==> src/rtl/mem_datos_arbiter_if.sv <==
// One requester port of the Mem_datos arbiter: request/write-data from the
// requester, completion/error/read-data back from the arbiter.
interface mem_datos_arbiter_if;
    logic        req;
    logic        we;
    logic [31:0] addr;
    logic [31:0] wdata;
    logic        ack;
    logic        err;
    logic [31:0] rdata;

    modport master (output req, we, addr, wdata, input ack, err, rdata);
    modport slave  (input req, we, addr, wdata, output ack, err, rdata);
endinterface

==> src/rtl/mem_datos_arbiter.sv <==
// Round-robin two-port arbiter/sequencer for the data memory: one transaction
// at a time, active-low strobes, registered read capture and one-cycle acks.
module mem_datos_arbiter #(
    parameter logic [31:0] BASE_ADDR = 32'h1000_0000,
    parameter int          NUM_WORDS = 3
) (
    input  logic                       clk,
    input  logic                       rst_n,
    mem_datos_arbiter_if.slave         a_if,
    mem_datos_arbiter_if.slave         b_if,
    output logic                       Mem_rd,
    output logic                       Mem_wr,
    output logic [31:0]                Dir_Mem,
    output logic [31:0]                Dato_Mem_in,
    input  logic [31:0]                Dato_Mem_out
);
    typedef enum logic [1:0] {IDLE, ISSUE, CAPT, DONE} state_t;

    localparam logic [32:0] LIMIT = {1'b0, BASE_ADDR} + 33'(4 * NUM_WORDS);

    state_t           state_q, state_d;
    logic             owner_q, owner_d;      // 0 = port A, 1 = port B
    logic             we_q, we_d;
    logic             err_q, err_d;
    logic             last_b_q, last_b_d;    // last grant went to B
    logic             mem_rd_q, mem_rd_d;
    logic             mem_wr_q, mem_wr_d;
    logic [31:0]      dir_q, dir_d;
    logic [31:0]      din_q, din_d;
    logic [1:0]       ack_q, ack_d;
    logic [1:0]       perr_q, perr_d;
    logic [1:0][31:0] rdata_q, rdata_d;

    logic        pick_b;
    logic        sel_we;
    logic [31:0] sel_addr;
    logic [31:0] sel_wdata;
    logic        sel_err;

    // On contention the port that did not win last time gets the grant.
    assign pick_b    = b_if.req && (!a_if.req || !last_b_q);
    assign sel_we    = pick_b ? b_if.we    : a_if.we;
    assign sel_addr  = pick_b ? b_if.addr  : a_if.addr;
    assign sel_wdata = pick_b ? b_if.wdata : a_if.wdata;
    assign sel_err   = (sel_addr[1:0] != 2'b00)
                    || ({1'b0, sel_addr} < {1'b0, BASE_ADDR})
                    || ({1'b0, sel_addr} >= LIMIT);

    always_comb begin
        state_d  = state_q;
        owner_d  = owner_q;
        we_d     = we_q;
        err_d    = err_q;
        last_b_d = last_b_q;
        mem_rd_d = mem_rd_q;
        mem_wr_d = mem_wr_q;
        dir_d    = dir_q;
        din_d    = din_q;
        ack_d    = ack_q;
        perr_d   = perr_q;
        rdata_d  = rdata_q;
        case (state_q)
            IDLE: begin
                if (a_if.req || b_if.req) begin
                    owner_d  = pick_b;
                    we_d     = sel_we;
                    err_d    = sel_err;
                    dir_d    = sel_addr;
                    din_d    = sel_wdata;
                    // Faulty addresses never strobe the memory.
                    mem_rd_d = sel_err | sel_we;
                    mem_wr_d = sel_err | ~sel_we;
                    state_d  = ISSUE;
                end
            end
            ISSUE: begin
                mem_rd_d = 1'b1;
                mem_wr_d = 1'b1;
                state_d  = CAPT;
            end
            CAPT: begin
                ack_d[owner_q]  = 1'b1;
                perr_d[owner_q] = err_q;
                if (!we_q)
                    rdata_d[owner_q] = err_q ? 32'h0 : Dato_Mem_out;
                state_d = DONE;
            end
            DONE: begin
                ack_d    = 2'b00;
                perr_d   = 2'b00;
                last_b_d = owner_q;
                state_d  = IDLE;
            end
            default: state_d = IDLE;
        endcase
    end

    always_ff @(posedge clk or negedge rst_n) begin
        if (!rst_n) begin
            state_q  <= IDLE;
            owner_q  <= 1'b0;
            we_q     <= 1'b0;
            err_q    <= 1'b0;
            last_b_q <= 1'b1;
            mem_rd_q <= 1'b1;
            mem_wr_q <= 1'b1;
            dir_q    <= 32'h0;
            din_q    <= 32'h0;
            ack_q    <= 2'b00;
            perr_q   <= 2'b00;
            rdata_q  <= '0;
        end else begin
            state_q  <= state_d;
            owner_q  <= owner_d;
            we_q     <= we_d;
            err_q    <= err_d;
            last_b_q <= last_b_d;
            mem_rd_q <= mem_rd_d;
            mem_wr_q <= mem_wr_d;
            dir_q    <= dir_d;
            din_q    <= din_d;
            ack_q    <= ack_d;
            perr_q   <= perr_d;
            rdata_q  <= rdata_d;
        end
    end

    assign Mem_rd      = mem_rd_q;
    assign Mem_wr      = mem_wr_q;
    assign Dir_Mem     = dir_q;
    assign Dato_Mem_in = din_q;
    assign a_if.ack    = ack_q[0];
    assign a_if.err    = perr_q[0];
    assign a_if.rdata  = rdata_q[0];
    assign b_if.ack    = ack_q[1];
    assign b_if.err    = perr_q[1];
    assign b_if.rdata  = rdata_q[1];

    a_no_dual_strobe: assert property (@(posedge clk) disable iff (!rst_n)
        !(!mem_rd_q && !mem_wr_q));
endmodule
==> src/flat_wrapper.sv <==
// flat-port wrapper written by rule: the top's interface ports become plain ports
module mem_datos_arbiter_flat 
#(
    parameter logic [31:0] BASE_ADDR = 32'h1000_0000,
    parameter int          NUM_WORDS = 3
)
  (clk, rst_n, Mem_rd, Mem_wr, Dir_Mem, Dato_Mem_in, Dato_Mem_out, a_if_req, a_if_we, a_if_addr, a_if_wdata, a_if_ack, a_if_err, a_if_rdata, b_if_req, b_if_we, b_if_addr, b_if_wdata, b_if_ack, b_if_err, b_if_rdata);
  mem_datos_arbiter_if a_if_i ();
  mem_datos_arbiter_if b_if_i ();
  input  logic clk;
  input  logic rst_n;
  output logic Mem_rd;
  output logic Mem_wr;
  output logic [31:0] Dir_Mem;
  output logic [31:0] Dato_Mem_in;
  input  logic [31:0] Dato_Mem_out;
  input wire logic [$bits(a_if_i.req)-1:0] a_if_req;
  input wire logic [$bits(a_if_i.we)-1:0] a_if_we;
  input wire logic [$bits(a_if_i.addr)-1:0] a_if_addr;
  input wire logic [$bits(a_if_i.wdata)-1:0] a_if_wdata;
  output wire logic [$bits(a_if_i.ack)-1:0] a_if_ack;
  output wire logic [$bits(a_if_i.err)-1:0] a_if_err;
  output wire logic [$bits(a_if_i.rdata)-1:0] a_if_rdata;
  input wire logic [$bits(b_if_i.req)-1:0] b_if_req;
  input wire logic [$bits(b_if_i.we)-1:0] b_if_we;
  input wire logic [$bits(b_if_i.addr)-1:0] b_if_addr;
  input wire logic [$bits(b_if_i.wdata)-1:0] b_if_wdata;
  output wire logic [$bits(b_if_i.ack)-1:0] b_if_ack;
  output wire logic [$bits(b_if_i.err)-1:0] b_if_err;
  output wire logic [$bits(b_if_i.rdata)-1:0] b_if_rdata;
  assign a_if_i.req = a_if_req;
  assign a_if_i.we = a_if_we;
  assign a_if_i.addr = a_if_addr;
  assign a_if_i.wdata = a_if_wdata;
  assign a_if_ack = a_if_i.ack;
  assign a_if_err = a_if_i.err;
  assign a_if_rdata = a_if_i.rdata;
  assign b_if_i.req = b_if_req;
  assign b_if_i.we = b_if_we;
  assign b_if_i.addr = b_if_addr;
  assign b_if_i.wdata = b_if_wdata;
  assign b_if_ack = b_if_i.ack;
  assign b_if_err = b_if_i.err;
  assign b_if_rdata = b_if_i.rdata;
  mem_datos_arbiter #(.BASE_ADDR(BASE_ADDR), .NUM_WORDS(NUM_WORDS)) u_core (.clk(clk), .rst_n(rst_n), .a_if(a_if_i), .b_if(b_if_i), .Mem_rd(Mem_rd), .Mem_wr(Mem_wr), .Dir_Mem(Dir_Mem), .Dato_Mem_in(Dato_Mem_in), .Dato_Mem_out(Dato_Mem_out));
endmodule
==> config.mk <==
export PLATFORM = sky130hd
export DESIGN_NAME = mem_datos_arbiter_flat
export DESIGN_NICKNAME = d
export VERILOG_FILES = /design/src/rtl/mem_datos_arbiter_if.sv /design/src/rtl/mem_datos_arbiter.sv /design/src/flat_wrapper.sv
export SDC_FILE = /design/constraint.sdc
export NUM_CORES = 1
export LEC_CHECK = 0
export ABC_AREA = 1
export ABC_CLOCK_PERIOD_IN_PS = 3890
export BUFFER_PORTS_ARGS = -buffer_cell sky130_fd_sc_hd__buf_2
export CORE_MARGIN = 1.5
export CORE_UTILIZATION = 51
export DETAILED_ROUTE_END_ITERATION = 10
export GPL_TIMING_DRIVEN = 0
export PLACE_DENSITY = 0.86
export SLEW_MARGIN = 10
export SYNTH_ARGS = -nofsm -noshare
export SYNTH_HDL_FRONTEND = slang
export SYNTH_SLANG_ARGS = --single-unit
export TNS_END_PERCENT = 5
==> constraint.sdc <==
create_clock -name clk -period 3.89 [get_ports clk]
set_clock_uncertainty 0.1 [all_clocks]
set_input_delay 0 -clock clk [delete_from_list [all_inputs] [get_ports clk]]
set_output_delay 0 -clock clk [all_outputs]
set_load 0.05 [all_outputs]
# Word level (Yosys, flattened, before mapping)
# Index checks and enable logic that the tools add are counted.
# Widths: inputs -> output; s select.
dict set report word_totals {
  mem_bits_ro 0
  memories 0
  ff_bits 140
  latch_bits 0
  ramBits 0
  elab_cells 59
  out_inout_bits 134
}
dict set report op_classes {
  addsub 0
  shift 0
  bitwise_logic 5
  muxes 18
  n_eq_ne 4
  n_mul 0
  div 0
  n_reduce_logical 15
  n_lt_le_gt_ge 4
}
# operator n
set ops {}
lappend ops {{$mux 32} 4}
lappend ops {{$bwmux 64} 1}
lappend ops {{$demux 32 s1} 1}
lappend ops {{$ge 32x29->1 const B} 1}
lappend ops {{$lt 32x29->1 const B} 1}
lappend ops {{$pmux 2 s2} 2}
lappend ops {{$pmux 2 s4} 1}
lappend ops {{$reduce_and 2->1} 3}
lappend ops {{$reduce_bool 2->1} 3}
lappend ops {{$eq 2x2->1 const B} 2}
lappend ops {{$logic_or 1x1->1} 4}
lappend ops {{$mux 1} 4}
lappend ops {{$pmux 1 s2} 2}
lappend ops {{$bwmux 2} 1}
lappend ops {{$eq 2x1->1 const B} 1}
lappend ops {{$logic_and 1x1->1} 2}
lappend ops {{$logic_not 1->1} 2}
lappend ops {{$logic_not 2->1} 1}
lappend ops {{$lt 1x2->1 const B} 1}
lappend ops {{$mux 2} 1}
lappend ops {{$ne 2x1->1 const B} 1}
lappend ops {{$not 1->1} 2}
lappend ops {{$or 1x1->1} 2}
lappend ops {{$or 2x2->2} 1}
lappend ops {{other kinds (2)} 2}

# Depth between registers and ports, before layout
dict set report depth {
  ltp_word 10
  mapped_depth 12
}

# Least setup slack after synthesis
# Ideal clock, no wire load.
dict set report synth_path {
  path_type {reg-to-reg}
  from {register u_core.state_q[0]}
  to {register u_core.rdata_q, in the netlist u_core.a_if.rdata[10]}
  t_required_ns 3.665
  path_slack_ns 2.037
  t_arrival_ns 1.629
  path_stages_with_launch 9
  cell_sequence {dfrtp_1 > inv_1 > ha_1 > inv_1 > nor2_1 > inv_1 > nor2_1 > buf_4 > mux2_2}
}
dict set report synth_via {
  elab_chain_cells 2
}
# element line
set synth_rtl {}
lappend synth_rtl {{start: declaration} mem_datos_arbiter.sv:21} ;# state_t state_q, state_d;
lappend synth_rtl {{start signal: assignment} mem_datos_arbiter.sv:113} ;# state_q <= state_d;
lappend synth_rtl {{$eq 2x2->1} mem_datos_arbiter.sv:62} ;# case (state_q)
lappend synth_rtl {{$reduce_and 2->1 (no source line)} n/a}
lappend synth_rtl {{end signal: assignment} mem_datos_arbiter.sv:124} ;# rdata_q <= rdata_d;
lappend synth_rtl {{end: declaration} mem_datos_arbiter.sv:32} ;# logic [1:0][31:0] rdata_q, rdata_d;
# No other way between the ends.
# A chain may end at the register's enable or synchronous reset.

# Worst setup path after layout
dict set report layout_path {
  from {register u_core.state_q[0]}
  to {register u_core.din_q[12] (netlist: u_core.Dato_Mem_in[12])}
}
dict set report layout_via {
  elab_chain_cells 2
}
# element line
set layout_rtl {}
lappend layout_rtl {{$logic_not 2->1} mem_datos_arbiter.sv:62}
lappend layout_rtl {{$reduce_and 2->1 (no source line)} n/a}
lappend layout_rtl {{end signal: assignment} mem_datos_arbiter.sv:121} ;# din_q <= din_d;
lappend layout_rtl {{end: declaration} mem_datos_arbiter.sv:29} ;# logic [31:0] din_q, din_d;
# No other way between the ends.

==> results.toml <==
[outcome]
status = "completed"

[final_layout]
nNetsFinal = 1364
stdcell_count = 1383
area_delta_synth_final_pct = 60.17
multi_input_area_sq_um = 2509
mostFrequentLayoutCell = "buf_2"
layout_common_cells = "buf_2 (305), dlygate4sd3_1 (164), nand2_1 (154)"
fillCellCount = 624
seq_area_sq_um = 3507
drive_above_1_share_pct = 34.47

[floorplan]
io_pins = 300
die_y_um = 116.1
core_sq_um = 12570
rows = 41
chipWidth_um = 116.1
dieArea_sq_um = 13480
start_util_pct = 51.91

[clock_tree]
clk_pin_slew_worst_paths_ps = 70
cts_num_sinks = 140
cts_tree = "done"
cts_buffer_depth = 2
clk_latency_ps = 420
root_buffer = "clkbuf_16"
cts-htree-levels = 4
ctsResizeCount = 0
numCtsBuffers = 17

[logic_synthesis]
ys_ff_latch = 140
synth_area_sq_um = 6524
synth_cell_type_count = 27
ys_top_cells_by_area = "dfrtp_1 (53%), mux2_2 (11%), nand2_1 (8.9%)"
synth_top_area_share_pct = 52.55
ys_warn_count = 0
synth_cells = 711
avgSynthCellArea_sq_um = 9.175
synth_nets = 881
synth.largest_area_cell = "dfrtp_1"
yosysSeqAreaShare_pct = 53.76

[timing]
fin_crit_sh_pct = 73.08
relSlewSlack_pct = 60.80
fmax_mhz = 351.8
fin_tns_setup_ps = 0
tightest_slew_ps = 588.0
setup_viol = 0
slew_violations = 0
fin_crit_ps = 2843
layout_setup_ws_ps = 1047
rsz0062_at_grt = "no"
finalHoldViolCount = 0

[critical_path]
endpoint_kind = "flip-flop"
path_class = "flip-flop to flip-flop"
critPathLaunchType = "flip-flop"
crit_fanout = 10
required_ps = 4130
cp.arrival_ps = 3090

[placement]
dp_hpwl_um = 14030
portBuffers = 299
dp_slack_ps = 1738
place.gp.congestion = 0.8901
dp.cells = 1183

[pwr]
ir_worst_vdd_uv = 701.0
power.static_leakage_uw = 0.005632
power_uw = 9549
cellPowerDensity_nw_per_um2 = 913.8

[grt]
grt_overflow_total = 0
grt_max_degree = 81
antenna_found_initial = 4
grt_pass1_vias = 7813
grt_util_all_layers_pct = 40.01
grt_pass1_wl_um = 40260

[detailed_routing]
firstDrtPassIters = 9
vias = 7608
via_per_inst = 5.501
wire_per_inst_um = 19.37
ant_nets = 0
finalWirelength_um = 26790
drt_iter0_markers = 740
drc = 0

[flow_run]
drv_cap = 0

[min_path]
hold_path.class = "input port to async pin"
==> flip-flops by register name, summed over array words and instances, names as in the netlist, 2 cells and up <==
register and cells:
u_core.Dato_Mem_in 32, u_core.Dir_Mem 32, u_core.a_if.rdata 32, u_core.b_if.rdata 32, u_core.ack_q 2, u_core.perr_q 2, u_core.state_q 2
==> cells by family (layout without fill, tap and decap cells) <==
kind of cell | after synthesis | in the layout | share of synthesized area [%]
AND/OR/NAND/NOR | 271 | 271 | 17.66
flip-flops | 140 | 140 | 53.76
buffers and inverters | 119 | 615 | 7.787
AO/OA/AOI/OAI | 113 | 113 | 8.976
multiplexers | 64 | 64 | 11.05
adder cells (fa/ha/maj) | 4 | 4 | 0.7672
other | 0 | 4 | 0
==> timing repair <==
action / CTS / global route
setup buffers: 0 / 0
endpoints found under the hold margin: 269 / 0
hold buffers: 164 / 0
==> worst paths after layout <==
path                                          from                endpoint  slack (ps)  cells after the start
worst max-delay path             u_core.state_q[0]  u_core.Dato_Mem_in[12]        1050                      8
worst min-delay path                         rst_n    u_core.a_if.rdata[5]          20                      2
worst max register to register   u_core.state_q[0]  u_core.Dato_Mem_in[12]        1050                      8
worst min register to register  u_core.Dir_Mem[16]      u_core.Dir_Mem[16]         390                      2
max in group asynchronous                    rst_n  u_core.Dato_Mem_in[18]        2880                      3
min in group clk                           b_if_we           u_core.Mem_wr          90                      7
==> per-stage QoR <==
step | cell area [sq um] | utilization, % | hold slack (ps)
3_5_place_dp | 8269 | 65.79 | -84.05
4_1_cts | 10440 | 83.06 | 42.16
5_1_grt | 10450 | 83.14 | 65.16
6_report | 10450 | 83.14 | 22.18
2_1_floorplan | 6524 | - | -395.6
3_3_place_gp | 8235 | 65.53 | 177.1
==> critical path, cell delays in order (launching register included) <==
cell,delay [ps]
dfrtp_1,400
inv_1,110
ha_1,200
inv_1,100
a21oi_4,290
clkbuf_1,360
o21ai_0,250
o21ai_0,260
dlygate4sd3_1,680
==> report_power, final <==
| part | total (uW) | internal, uW | switching, uW |
|---|---|---|---|
| Combinational | 5480 | 1590 | 3890 |
| Sequential | 2580 | 2150 | 436 |
| Clock | 1490 | 866 | 624 |
| Total | 9550 | 4600 | 4950 |
==> synth_stat cells (all sizes together) <==
| library cell | number |
|---|---|
| a22oi | 1 |
| nand3b | 24 |
| a31oi | 1 |
| mux2 | 64 |
| nor3 | 2 |
| nand3 | 6 |
| a21oi | 2 |
| o31ai | 2 |
| nor3b | 1 |
| or2 | 1 |
| clkbuf | 21 |
| dfrtp | 137 |
| o21ai | 107 |
| nor2 | 81 |
| nand2 | 156 |
| dfstp | 3 |
| inv | 81 |
| buf | 17 |
| ha | 4 |
==> cell type report <==
type / count / area share (%)
Inverter: 81 / 2.910
Multi-Input combinational cell: 452 / 24.01
Clock buffer: 27 / 4.718
Buffer: 38 / 1.952
Clock inverter: 5 / 0.3353
Timing Repair Buffer: 464 / 30.36
Sequential cell: 140 / 33.56
Antenna cell: 4 / 0.09580
Tap cell: 172 / 2.060
==> per-layer routing <==
metal	GRT usage (%)	wire length [um]	vias to the layer above	share of wire (%)
met5	2.222	0	-	0
met4	30.81	2114	0	7.9
met3	13.96	2806	221	10
met2	66.75	12760	624	48
met1	41.21	9107	3526	34
li1	-	-	3237	-
Power figures use the tool's default switching activity.
